--- config.mk ---
export PLATFORM = sky130hd
export DESIGN_NAME = uart_cmd_packer
export DESIGN_NICKNAME = d
export VERILOG_FILES = /design/src/rtl/uart_cmd_packer.sv
export SDC_FILE = /design/constraint.sdc
export NUM_CORES = 1
export LEC_CHECK = 0
export CAP_MARGIN = 20
export CORE_MARGIN = 4
export CORE_UTILIZATION = 40
export CTS_BUF_LIST = sky130_fd_sc_hd__clkbuf_16
export CTS_CLUSTER_SIZE = 10
export DETAILED_ROUTE_END_ITERATION = 6
export PLACE_DENSITY = 0.6
export SLEW_MARGIN = 30
export SYNTH_ARGS = -nofsm -noshare
export SYNTH_HDL_FRONTEND = slang
export SYNTH_SLANG_ARGS = --single-unit
--- constraint.sdc ---
create_clock -name clk -period 3.3 [get_ports clk]
set_clock_uncertainty 0.15 [all_clocks]
set_input_delay 0.33 -clock clk [delete_from_list [all_inputs] [get_ports clk]]
set_output_delay 0.33 -clock clk [all_outputs]
set_load 0.05 [all_outputs]
--- src/rtl/uart_cmd_packer.sv ---
// Queues whole commands and serialises each one MSB-first as DATA_WIDTH-bit bytes with an optional checksum byte.
// The first strobe comes two edges after a push into an idle block. Each following byte is strobed one edge after tx_done. cmd_ready drops only when the FIFO is full.
module uart_cmd_packer #(
  parameter int DATA_WIDTH  = 8,
  parameter int CMD_PKT_LEN = 16,
  parameter int FIFO_DEPTH  = 4,
  parameter int CHECKSUM_EN = 0
) (
  input  logic                               clk,
  input  logic                               rst,
  input  logic [CMD_PKT_LEN-1:0]             cmd,
  input  logic                               cmd_valid,
  output logic                               cmd_ready,
  output logic [DATA_WIDTH-1:0]              tx_data,
  output logic                               tx_en,
  input  logic                               tx_done,
  output logic                               busy,
  output logic [$clog2(FIFO_DEPTH+1)-1:0]    fifo_level
);

  localparam int NUM_BYTES = CMD_PKT_LEN / DATA_WIDTH;
  localparam int PTR_W     = $clog2(FIFO_DEPTH);
  localparam int LVL_W     = $clog2(FIFO_DEPTH+1);
  localparam int CNT_W     = $clog2(NUM_BYTES+1);

  typedef enum logic [1:0] {S_IDLE, S_SEND, S_WAIT} state_t;

  logic [CMD_PKT_LEN-1:0] r_mem [FIFO_DEPTH];
  logic [PTR_W-1:0]       r_wr_ptr, r_rd_ptr;
  logic [LVL_W-1:0]       r_level;

  state_t                 r_state;
  logic [CMD_PKT_LEN-1:0] r_shift;
  logic [CNT_W-1:0]       r_payload_left;
  logic                   r_csum_pend;
  logic [DATA_WIDTH-1:0]  r_csum;
  logic [DATA_WIDTH-1:0]  r_tx_data;
  logic                   r_tx_en;

  logic                   w_full, w_empty, w_push, w_pop;
  logic [CMD_PKT_LEN-1:0] w_head;
  logic [DATA_WIDTH-1:0]  w_head_top, w_next_byte;

  assign w_full      = (r_level == LVL_W'(FIFO_DEPTH));
  assign w_empty     = (r_level == '0);
  // Readiness depends only on full, so a pop on the same edge never admits a push into a full FIFO.
  assign w_push      = cmd_valid && !w_full;
  assign w_pop       = (r_state == S_IDLE) && !w_empty;
  assign w_head      = r_mem[r_rd_ptr];
  assign w_head_top  = w_head[CMD_PKT_LEN-1 -: DATA_WIDTH];
  assign w_next_byte = r_shift[CMD_PKT_LEN-1 -: DATA_WIDTH];

  always_ff @(posedge clk) begin
    if (w_push) r_mem[r_wr_ptr] <= cmd;
  end

  always_ff @(posedge clk) begin
    if (rst) begin
      r_wr_ptr <= '0;
      r_rd_ptr <= '0;
      r_level  <= '0;
    end else begin
      if (w_push) r_wr_ptr <= r_wr_ptr + PTR_W'(1);
      if (w_pop)  r_rd_ptr <= r_rd_ptr + PTR_W'(1);
      case ({w_push, w_pop})
        2'b10:   r_level <= r_level + LVL_W'(1);
        2'b01:   r_level <= r_level - LVL_W'(1);
        default: r_level <= r_level;
      endcase
    end
  end

  always_ff @(posedge clk) begin
    if (rst) begin
      r_state        <= S_IDLE;
      r_shift        <= '0;
      r_payload_left <= '0;
      r_csum_pend    <= 1'b0;
      r_csum         <= '0;
      r_tx_data      <= '0;
      r_tx_en        <= 1'b0;
    end else begin
      case (r_state)
        S_IDLE: begin
          if (!w_empty) begin
            r_shift        <= w_head << DATA_WIDTH;
            r_tx_data      <= w_head_top;
            r_tx_en        <= 1'b1;
            r_csum         <= w_head_top;
            // Reads drop the trailing data byte.
            r_payload_left <= w_head[CMD_PKT_LEN-1] ? CNT_W'(NUM_BYTES-1) : CNT_W'(NUM_BYTES-2);
            r_csum_pend    <= (CHECKSUM_EN != 0);
            r_state        <= S_SEND;
          end
        end
        S_SEND: begin
          r_tx_en <= 1'b0;
          r_state <= S_WAIT;
        end
        S_WAIT: begin
          if (tx_done) begin
            if (r_payload_left != '0) begin
              r_tx_data      <= w_next_byte;
              r_shift        <= r_shift << DATA_WIDTH;
              r_csum         <= r_csum + w_next_byte;
              r_payload_left <= r_payload_left - CNT_W'(1);
              r_tx_en        <= 1'b1;
              r_state        <= S_SEND;
            end else if (r_csum_pend) begin
              r_tx_data   <= r_csum;
              r_csum_pend <= 1'b0;
              r_tx_en     <= 1'b1;
              r_state     <= S_SEND;
            end else begin
              r_state <= S_IDLE;
            end
          end
        end
        default: r_state <= S_IDLE;
      endcase
    end
  end

  assign cmd_ready  = !w_full;
  assign tx_data    = r_tx_data;
  assign tx_en      = r_tx_en;
  assign busy       = (r_state != S_IDLE);
  assign fifo_level = r_level;

endmodule

==> results of run 1 <==
==> synthesized netlist by cell type, types with 3 or more instances <==
cell type,count,share of area (%)
a211oi_2,3,0.84
mux4_1,5,3.0
a21oi_1,21,2.4
edfxtp_1,64,43
xnor2_1,4,0.79
mux2i_1,7,1.6
xor2_1,5,0.98
mux4_2,11,5.6
nand2_1,28,2.4
clkbuf_1,3,0.25
and3_1,5,0.70
buf_6,5,1.3
nor2_1,25,2.1
nand3_1,9,1.0
ha_1,13,3.7
dfxtp_1,38,17
buf_4,4,0.67
inv_1,12,1.0
o21ai_0,9,1.0
==> metal layers <==
metal | up-vias | global-route usage (%) | wire length, um
met2 | 53 | 22.30 | 3943
met4 | 0 | 4.728 | 114
li1 | 1276 | - | -
met3 | 7 | 3.236 | 320
met5 | - | 0 | 0
met1 | 1306 | 16.63 | 3683
==> layout by cell type, fill, tap and decap left out, types with 3 or more instances in the layout <==
cell             synthesis  layout
mux2i_1                  7       7
mux4_2                  11      11
nand3_1                  9       9
nor2_1                  25      25
xnor2_1                  4       4
edfxtp_1                64      64
ha_1                    13      13
a211oi_2                 3       3
a21oi_1                 21      21
xor2_1                   5       5
clkbuf_16                0       9
buf_4                    4       6
mux4_1                   5       5
clkdlybuf4s50_1          0      33
dfxtp_1                 38      38
nand2_1                 28      28
inv_1                   12      12
and3_1                   5       5
o21ai_0                  9       9
==> through the flow <==
step | worst slack (ns) | instance area, um^2 | std cells | hold slack (ns)
CTS | 0.7866 | 5160 | 503 | 0.3096
floorplan | 0.1834 | 4449 | 325 | 0.2789
detailed placement | 0.7973 | 4865 | 488 | 0.2995
global placement | 0.8438 | 4865 | 488 | 0.3002
finish | 0.7858 | 5160 | 503 | 0.3051
global route | 0.6597 | 5160 | 503 | 0.3251
==> sequential cells by signal (all words and copies together), names as in the netlist, named ones only <==
name	cells
r_payload_left	2
r_rd_ptr	2
r_mem	64
r_shift	8
tx_data	8
fifo_level	3
tx_en	1
r_state	2
r_wr_ptr	2
r_csum	8
==> critical path, cell delays in order, from the launching register on <==
cell and delay (ns):
dfxtp_1 0.35, or2_4 0.29, or2_1 0.34, inv_6 0.13, ha_1 0.18, inv_1 0.06
fa_1 0.37, xor2_1 0.15, or3_1 0.30, a21oi_1 0.13
==> final timing paths <==
check / to / cells past startpoint / slack, ns / from
max: fifo_level[2] / 9 / 0.79 / r_state[1]
min: tx_data[0] / 2 / 0.31 / tx_data[0]
max reg2reg: fifo_level[2] / 9 / 0.79 / r_state[1]
min reg2reg: tx_data[0] / 2 / 0.31 / tx_data[0]
==> where the power goes <==
| group | switching [W] | leakage (nW) | total, W | internal [W] |
|---|---|---|---|---|
| Clock | 0.000454 | 0.140 | 0.00104 | 0.000590 |
| Sequential | 0.000204 | 0.900 | 0.00184 | 0.00164 |
| Combinational | 0.00115 | 0.789 | 0.00194 | 0.000786 |
| Total | 0.00181 | 1.83 | 0.00482 | 0.00301 |
==> area by class of cell <==
class | count | share of cell area, %
Multi-Input combinational cell | 193 | 30.50
Clock buffer | 9 | 4.365
Timing Repair Buffer | 39 | 7.274
Sequential cell | 102 | 51.99
Inverter | 14 | 1.115
Clock inverter | 6 | 1.358
Tap cell | 140 | 3.395
==> logic make-up after synthesis <==
kind of cell,count (synthesis)
XOR/XNOR,9
multiplexers,24
adder cells (fa/ha/maj),15
AO/OA/AOI/OAI,62
flip-flops,102
AND/OR/NAND/NOR,83
buffers and inverters,30
==> impl_metrics.env, run 1 <==
export IMPL_arrival_ns=2.64
export IMPL_dr_pass1_iters=5
export IMPL_grt_pass1_vias=2699
export IMPL_postCtsHoldBufs=0
export IMPL_clockBufferDepth=2
export IMPL_start_util_pct=41.04
export IMPL_htreeDepth=3
export IMPL_grt_max_degree=35
export IMPL_total_power_w=0.004822
export IMPL_portBuffers=33
export IMPL_slew_viol_final=0
export IMPL_post_cts_setup_buffers=0
export IMPL_synth_edf_count=64
export IMPL_cts_clk_slew_worst_paths_ns=0.07
export IMPL_power_density_mw_per_mm2=934.4
export IMPL_root_buffer="clkbuf_16"
export IMPL_antenna_found_initial=0
export IMPL_ys_flop_type="edfxtp_1"
export IMPL_worstPathMaxFanout=9
export IMPL_synthMuxAreaShare_pct=10.35
export IMPL_final_core_util_pct=47.60
export IMPL_gp_congestion=0.8031
export IMPL_max_freq_mhz=397.7
export IMPL_via_per_inst=5.252
export IMPL_chipHeight_um=113.5
export IMPL_grt_pass1_wl_um=13260
export IMPL_rows=38
export IMPL_area_growth_pct=15.97
export IMPL_routed_wl_um=8062
export IMPL_synthSimpleGateAreaFrac_pct=8.661
export IMPL_status="complete, no violations"
export IMPL_leakagePower_nw=1.829
export IMPL_seqCellArea_mm2=0.002683
export IMPL_wire_per_inst_um=16.03
export IMPL_hpwl_um=5523
export IMPL_grt_ovfl_total=0
export IMPL_rsz0062_at_grt="no"
export IMPL_seq_area_frac_synth_pct=60.29
export IMPL_slew_headroom_pct=43.64
export IMPL_synth_fp_nets=360
export IMPL_synth_top_family_by_area="multiplexers"
export IMPL_synthXorXnorAreaFrac_pct=1.772
export IMPL_irDropWorstVdd_mv=0.4242
export IMPL_grt_usage_pct=13.24
export IMPL_coreArea_mm2=0.01084
export IMPL_worstSetupStartpointType="flip-flop"
export IMPL_worst_pin_slew_ns=0.8454
export IMPL_post_synth_cell_area_avg_um2=13.69
export IMPL_route_vias_total=2642
export IMPL_cts_resized=0
export IMPL_layout_drive_gt1_share_pct=13.50
export IMPL_nets=394
export IMPL_ys_warn_count=0
export IMPL_critical_path_class="reg2reg"
export IMPL_ys_ff_latch=102
export IMPL_async_reset_ff_share_pct=0
export IMPL_die_area_mm2=0.01287
export IMPL_tns_ns=0
export IMPL_synth_area_mm2=0.004449
export IMPL_n_fill_cell=959
export IMPL_cts_tree="built"
export IMPL_crit_required_ns=3.42
export IMPL_cts_num_sinks=102
export IMPL_hold_path_class="reg2reg"
export IMPL_drv_cap=0
export IMPL_numCtsBuffers=9
export IMPL_final_hold_viol_count=0
export IMPL_synth_cell_type_count=59
export IMPL_synth_compound_area_share_pct=10.04
export IMPL_ant_nets=0
export IMPL_die_w_um=113.5
export IMPL_ios=34
export IMPL_drt_iter0_drc=143
export IMPL_clock_latency_ns=0.34
export IMPL_fin_crit_ns=2.514
export IMPL_netlist_instances=325
export IMPL_end_kind="flip-flop"
export IMPL_synth_adder_area_share_pct=4.556
export IMPL_multi_input_area_mm2=0.001574
export IMPL_drc=0
export IMPL_period_share_pct=76.19
export IMPL_finalSetupViolCount=0
export IMPL_diodes=0
Power figures use the tool's default switching activity.
==> run 2, diff against run 1 <==
- PLACE_DENSITY: 0.6 -> 0.62
- clock period: 3.3 -> 2.1 ns (I/O delays scaled with it)
==> run 2 against run 1 <==
Net effect:
- the flow now finishes with violations (setup timing)
- worst hold slack better by 0.0054 ns
- sequential power is 55% higher
- fmax is 17% higher
- via count is 2.0% higher
- largest power group unchanged
==> impl_metrics.env, run 2 (same netlist as run 1, synthesis figures left out) <==
export IMPL_status="complete, but fails checks"
export IMPL_failed_checks="setup timing"
export IMPL_layout_common_cells="64 x edfxtp_1, 34 x dfxtp_1, 32 x buf_4, 31 x clkdlybuf4s50_1, 28 x nand2_1"
export IMPL_arrival_ns=2.26
export IMPL_switchingPower_w=0.003010
export IMPL_wire_per_inst_um=16.13
export IMPL_grt_max_degree=19
export IMPL_root_buffer="clkbuf_16"
export IMPL_hold_ws_ns=0.3105
export IMPL_leakagePower_nw=1.976
export IMPL_portBuffers=33
export IMPL_reg2reg_from="r_state[0]"
export IMPL_holdPathEnd="tx_data[1]"
export IMPL_worstSetupStartpointType="flip-flop"
export IMPL_pwr_share_clk_pct=20.9
export IMPL_seq_power_share_pct=35.2
export IMPL_coreArea_mm2=0.01084
export IMPL_cts_clk_slew_worst_paths_ns=0.07
export IMPL_grt_pass1_vias=2805
export IMPL_rows=38
export IMPL_end_kind="flip-flop"
export IMPL_final_common_cell="edfxtp_1"
export IMPL_grt_ovfl_total=0
export IMPL_place_area_mm2=0.005100
export IMPL_drt_iter0_drc=123
export IMPL_finalSetupViolCount=1
export IMPL_post_cts_setup_buffers=0
export IMPL_hold_path_class="reg2reg"
export IMPL_chipHeight_um=113.5
export IMPL_die_w_um=113.5
export IMPL_route_vias_total=2695
export IMPL_routed_wl_um=8532
export IMPL_die_area_mm2=0.01287
export IMPL_diodes=0
export IMPL_setup_slack_ns=-0.04273
export IMPL_rsz0062_at_grt="yes"
export IMPL_post_place_cells=513
export IMPL_crit_reg2reg_capture="fifo_level[2]"
export IMPL_p_int_w=0.005099
export IMPL_drc=0
export IMPL_r2r_slack_ns=-0.04
export IMPL_max_freq_mhz=466.7
export IMPL_period_share_pct=102.0
export IMPL_cts_num_sinks=102
export IMPL_reg2regPathDepth=9
export IMPL_sw_frac_of_total_pct=37.12
export IMPL_htreeDepth=3
export IMPL_gp_congestion=0.7975
export IMPL_grt_usage_pct=13.88
export IMPL_slew_viol_final=0
export IMPL_numCtsBuffers=9
export IMPL_largest_register="r_mem"
export IMPL_final_hold_viol_count=0
export IMPL_start_util_pct=41.04
export IMPL_post_route_cell_area_mm2=0.005425
export IMPL_cts_tree="built"
export IMPL_clock_latency_ns=0.34
export IMPL_min_from="tx_data[1]"
export IMPL_startpoint="r_state[0]"
export IMPL_p_comb_share_pct=44.0
export IMPL_via_per_inst=5.095
export IMPL_critical_path_class="reg2reg"
export IMPL_final_instance_count_excl_fill=529
export IMPL_area_growth_pct=21.93
export IMPL_power_density_mw_per_mm2=1495
export IMPL_slew_headroom_pct=65.37
export IMPL_antenna_found_initial=0
export IMPL_ant_nets=0
export IMPL_grt_pass1_wl_um=13920
export IMPL_nets=419
export IMPL_crit_required_ns=2.22
export IMPL_worstPathMaxFanout=2
export IMPL_worst_pin_slew_ns=0.5195
export IMPL_clockBufferDepth=2
export IMPL_fin_crit_ns=2.143
export IMPL_hpwl_um=5852
export IMPL_irDropWorstVdd_mv=0.5339
export IMPL_dr_pass1_iters=4
export IMPL_worstHoldPathCells=2
export IMPL_ios=34
export IMPL_layout_drive_gt1_share_pct=23.39
export IMPL_drv_cap=0
export IMPL_largest_reg_flops=64
[run 2: how the worst max path moves through the flow]
stage | end | depth (start not counted)
finish | fifo_level[2] | 9
global route | fifo_level[2] | 9
CTS | fifo_level[2] | 9
detailed placement | fifo_level[2] | 9
global placement | fifo_level[2] | 9
floorplan | fifo_level[2] | 10
[run 2: cell type report]
class / instances / area, um^2
tap: 140 / 175.2
clock buffer: 9 / 225.2
sequential: 102 / 2693
fill: 926 / 5415
timing repair buffer: 64 / 570.5
clock inverter: 7 / 81.33
multi-input combinational: 193 / 1620
inverter: 14 / 60.06
[run 2: repair_timing]
action                     in CTS  in global routing
cloned                          0                  0
pin swaps                       1                  2
setup endpoints to repair       2                  4
resized for setup               2                  4
hold buffers                    0                  0
[run 2: routing by layer]
layer	vias up	global-route usage [%]	part of all wire (%)
li1	1334	-	-
met2	42	23.44	50
met1	1311	17.97	47
met5	-	0	0
met3	8	2.546	2.3
met4	0	4.888	1.3
[run 2: worst max-delay path, cell delays in order, from the launching register on]
cell and delay, ns:
dfxtp_2 0.32, or2_4 0.24, or2_4 0.26, inv_8 0.06, ha_4 0.12, inv_2 0.03, fa_2 0.33, xor2_1 0.15
or3_1 0.30, a21oi_1 0.11
[run 2: power by group through the flow]
stage | sequential [W] | clock (W) | combinational (W)
floorplan | 0.00320 | 0 | 0.00223
global placement | 0.00288 | 0 | 0.00350
detailed placement | 0.00289 | 0 | 0.00355
CTS | 0.00285 | 0.00173 | 0.00358
global route | 0.00290 | 0.00182 | 0.00391
finish | 0.00285 | 0.00169 | 0.00356
[run 2: through the flow]
step | TNS (ns) | setup slack [ns] | utilization [%] | total power, W
after floorplan | -0.3529 | -0.2512 | - | 0.005426
after global placement | -0.06592 | -0.06592 | 47.05 | 0.006382
after detailed placement | -0.1180 | -0.1180 | 47.05 | 0.006448
after CTS | -0.05451 | -0.05451 | 49.92 | 0.008165
after global routing | -0.1485 | -0.1133 | 50.05 | 0.008631
final | -0.04273 | -0.04273 | 50.05 | 0.008109
==> run 3, diff against run 2 <==
--- a/constraint.sdc
+++ b/constraint.sdc
@@ -4,2 +4,2 @@
 set_output_delay 0.21 -clock clk [all_outputs]
-set_load 0.05 [all_outputs]
+set_load 0.02 [all_outputs]
==> run 3 against run 2 <==
Net effect:
- the flow still finishes with violations (setup timing)
- sequential cell count unchanged
- die area unchanged
- non-clock buffer count increased by 7
- utilization up 0.36 points
- critical path depth stayed put
- fmax down 0.65%
- worst hold slack gained 0.0013 ns
- total power is 3.3% lower
- largest power group unchanged
- highest routed layer unchanged
==> impl_metrics.env, run 3 (same netlist as run 1, synthesis figures left out) <==
export IMPL_status="complete, but fails checks"
export IMPL_failed_checks="setup timing"
export IMPL_critPathMaxStageDelay_ns=0.33
export IMPL_worst_pin_slew_ns=0.5699
export IMPL_grtUsageMet3_pct=2.599
export IMPL_power_density_mw_per_mm2=1436
export IMPL_grt_max_degree=20
export IMPL_route_vias_total=2764
export IMPL_grt_pass1_wl_um=13960
export IMPL_htreeDepth=3
export IMPL_grt_ovfl_total=0
export IMPL_irDropWorstVdd_mv=0.5726
export IMPL_ios=34
export IMPL_layout_common_cells="64 x edfxtp_1, 37 x buf_4, 35 x dfxtp_1, 33 x clkdlybuf4s50_1, 28 x nand2_1"
export IMPL_met2_usage_pct=22.77
export IMPL_crit_reg2reg_capture="fifo_level[2]"
export IMPL_die_w_um=113.5
export IMPL_min_from="tx_data[1]"
export IMPL_drc=0
export IMPL_ant_nets=0
export IMPL_drt_iter0_drc=116
export IMPL_nets=426
export IMPL_slew_viol_final=0
export IMPL_largest_reg_flops=64
export IMPL_pre_cts_ws_ns=-0.1198
export IMPL_setup_slack_ns=-0.05673
export IMPL_portBuffers=33
export IMPL_arrival_ns=2.28
export IMPL_total_power_w=0.007844
export IMPL_chipHeight_um=113.5
export IMPL_rows=38
export IMPL_fin_crit_ns=2.157
export IMPL_hold_path_class="reg2reg"
export IMPL_cts_clk_slew_worst_paths_ns=0.07
export IMPL_worstPathMaxFanout=2
export IMPL_diodes=0
export IMPL_cpMostUsedCell="or2_4"
export IMPL_start_util_pct=41.04
export IMPL_post_place_cells=519
export IMPL_post_route_cell_area_mm2=0.005464
export IMPL_grt_busiest_layer="met2"
export IMPL_die_area_mm2=0.01287
export IMPL_antenna_found_initial=0
export IMPL_period_share_pct=102.7
export IMPL_grt_pass1_vias=2790
export IMPL_r2r_slack_ns=-0.06
export IMPL_cts_num_sinks=102
export IMPL_worstSetupStartpointType="flip-flop"
export IMPL_gp_congestion=0.8106
export IMPL_leakagePower_nw=2.009
export IMPL_grt_usage_pct=13.95
export IMPL_holdPathEnd="tx_data[1]"
export IMPL_max_freq_mhz=463.7
export IMPL_final_instance_count_excl_fill=536
export IMPL_final_core_util_pct=50.40
export IMPL_area_growth_pct=22.81
export IMPL_layout_drive_gt1_share_pct=23.99
export IMPL_root_buffer="clkbuf_16"
export IMPL_routed_wl_um=8537
export IMPL_reg2regPathDepth=9
export IMPL_end_kind="flip-flop"
export IMPL_critPathSlowestCell="fa_2"
export IMPL_wire_per_inst_um=15.93
export IMPL_rsz0062_at_grt="yes"
export IMPL_dr_pass1_iters=4
export IMPL_numCtsBuffers=9
export IMPL_coreArea_mm2=0.01084
export IMPL_critical_path_class="reg2reg"
export IMPL_slew_headroom_pct=61.89
export IMPL_clock_latency_ns=0.34
export IMPL_via_per_inst=5.157
export IMPL_hpwl_um=5999
export IMPL_place_area_mm2=0.005144
export IMPL_use_met1_pct=18.36
export IMPL_cts_tree="built"
export IMPL_crit_required_ns=2.22
export IMPL_clockBufferDepth=2
export IMPL_worstHoldPathCells=2
export IMPL_drv_cap=0
export IMPL_finalSetupViolCount=1
export IMPL_path_cells="or2_4, or2_4, inv_8, ha_4, inv_2, fa_2, xor2_1, or3_1, a21oi_1"
export IMPL_final_hold_viol_count=0
export IMPL_largest_register="r_mem"
export IMPL_reg2reg_from="r_state[0]"
export IMPL_final_common_cell="edfxtp_1"
[run 3: cell count changes in the layout (fill, tap and decap cells not counted), moves of 2 or more]
cell             change
buf_4                +5
inv_6                +3
clkdlybuf4s50_1      +2
dfxtp_4              -2
o41ai_1              -2
o41ai_2              +2
[run 3: layout make-up]
type / count / area (um^2)
inverters: 14 / 60.06
clock inverters: 7 / 61.31
multi-input cells: 193 / 1628
fillers: 960 / 5376
clock buffers: 9 / 225.2
repair buffers: 71 / 628.1
flip-flops and latches: 102 / 2686
well taps: 140 / 175.2
[run 3: per-stage QoR]
step           hold slack [ns]  setup TNS, ns
2_1_floorplan           0.1589        -0.2463
3_3_place_gp            0.2932       -0.06046
3_5_place_dp            0.3029        -0.1563
4_1_cts                 0.3139       -0.05664
5_1_grt                 0.3454        -0.2123
6_report                0.3118       -0.05673
[run 3: worst max-delay path by stage]
stage / startpoint / end / slack [ns] / depth (start not counted)
finish: r_state[0] / fifo_level[2] / -0.06 / 9
global route: r_state[0] / fifo_level[2] / -0.11 / 9
CTS: r_state[0] / fifo_level[2] / -0.06 / 9
detailed placement: cmd_valid / fifo_level[2] / -0.12 / 9
global placement: r_state[0] / fifo_level[2] / -0.06 / 9
floorplan: r_state[0] / fifo_level[2] / -0.20 / 10
[run 3: repair_timing]
action                     in CTS  in global routing
pin swaps                       1                  1
setup endpoints to repair       2                  5
setup buffers                   0                  1
hold buffers                    0                  0
gates resized for setup         3                  4
[run 3: worst max-delay path: cells and delay by family (launching register included)]
family / cells / cell delay [ns]
xor+xnor: 1 / 0.15
fa+ha+maj: 2 / 0.45
buf+inv: 2 / 0.09
compound gates: 1 / 0.13
simple gates: 3 / 0.80
flops: 1 / 0.32
[run 3: report_power, final]
| part | total [W] | internal, W | leakage (nW) | switching (W) |
|---|---|---|---|---|
| Combinational | 0.00340 | 0.00165 | 0.966 | 0.00176 |
| Sequential | 0.00284 | 0.00258 | 0.901 | 0.000261 |
| Clock | 0.00160 | 0.000832 | 0.142 | 0.000770 |
| Total | 0.00784 | 0.00506 | 2.01 | 0.00279 |
[run 3: layer usage]
layer  vias to the layer above  wire length, um
met4                         0              142
met2                        46             4110
met3                        11              216
met5                         -                0
met1                      1364             4068
li1                       1343                -
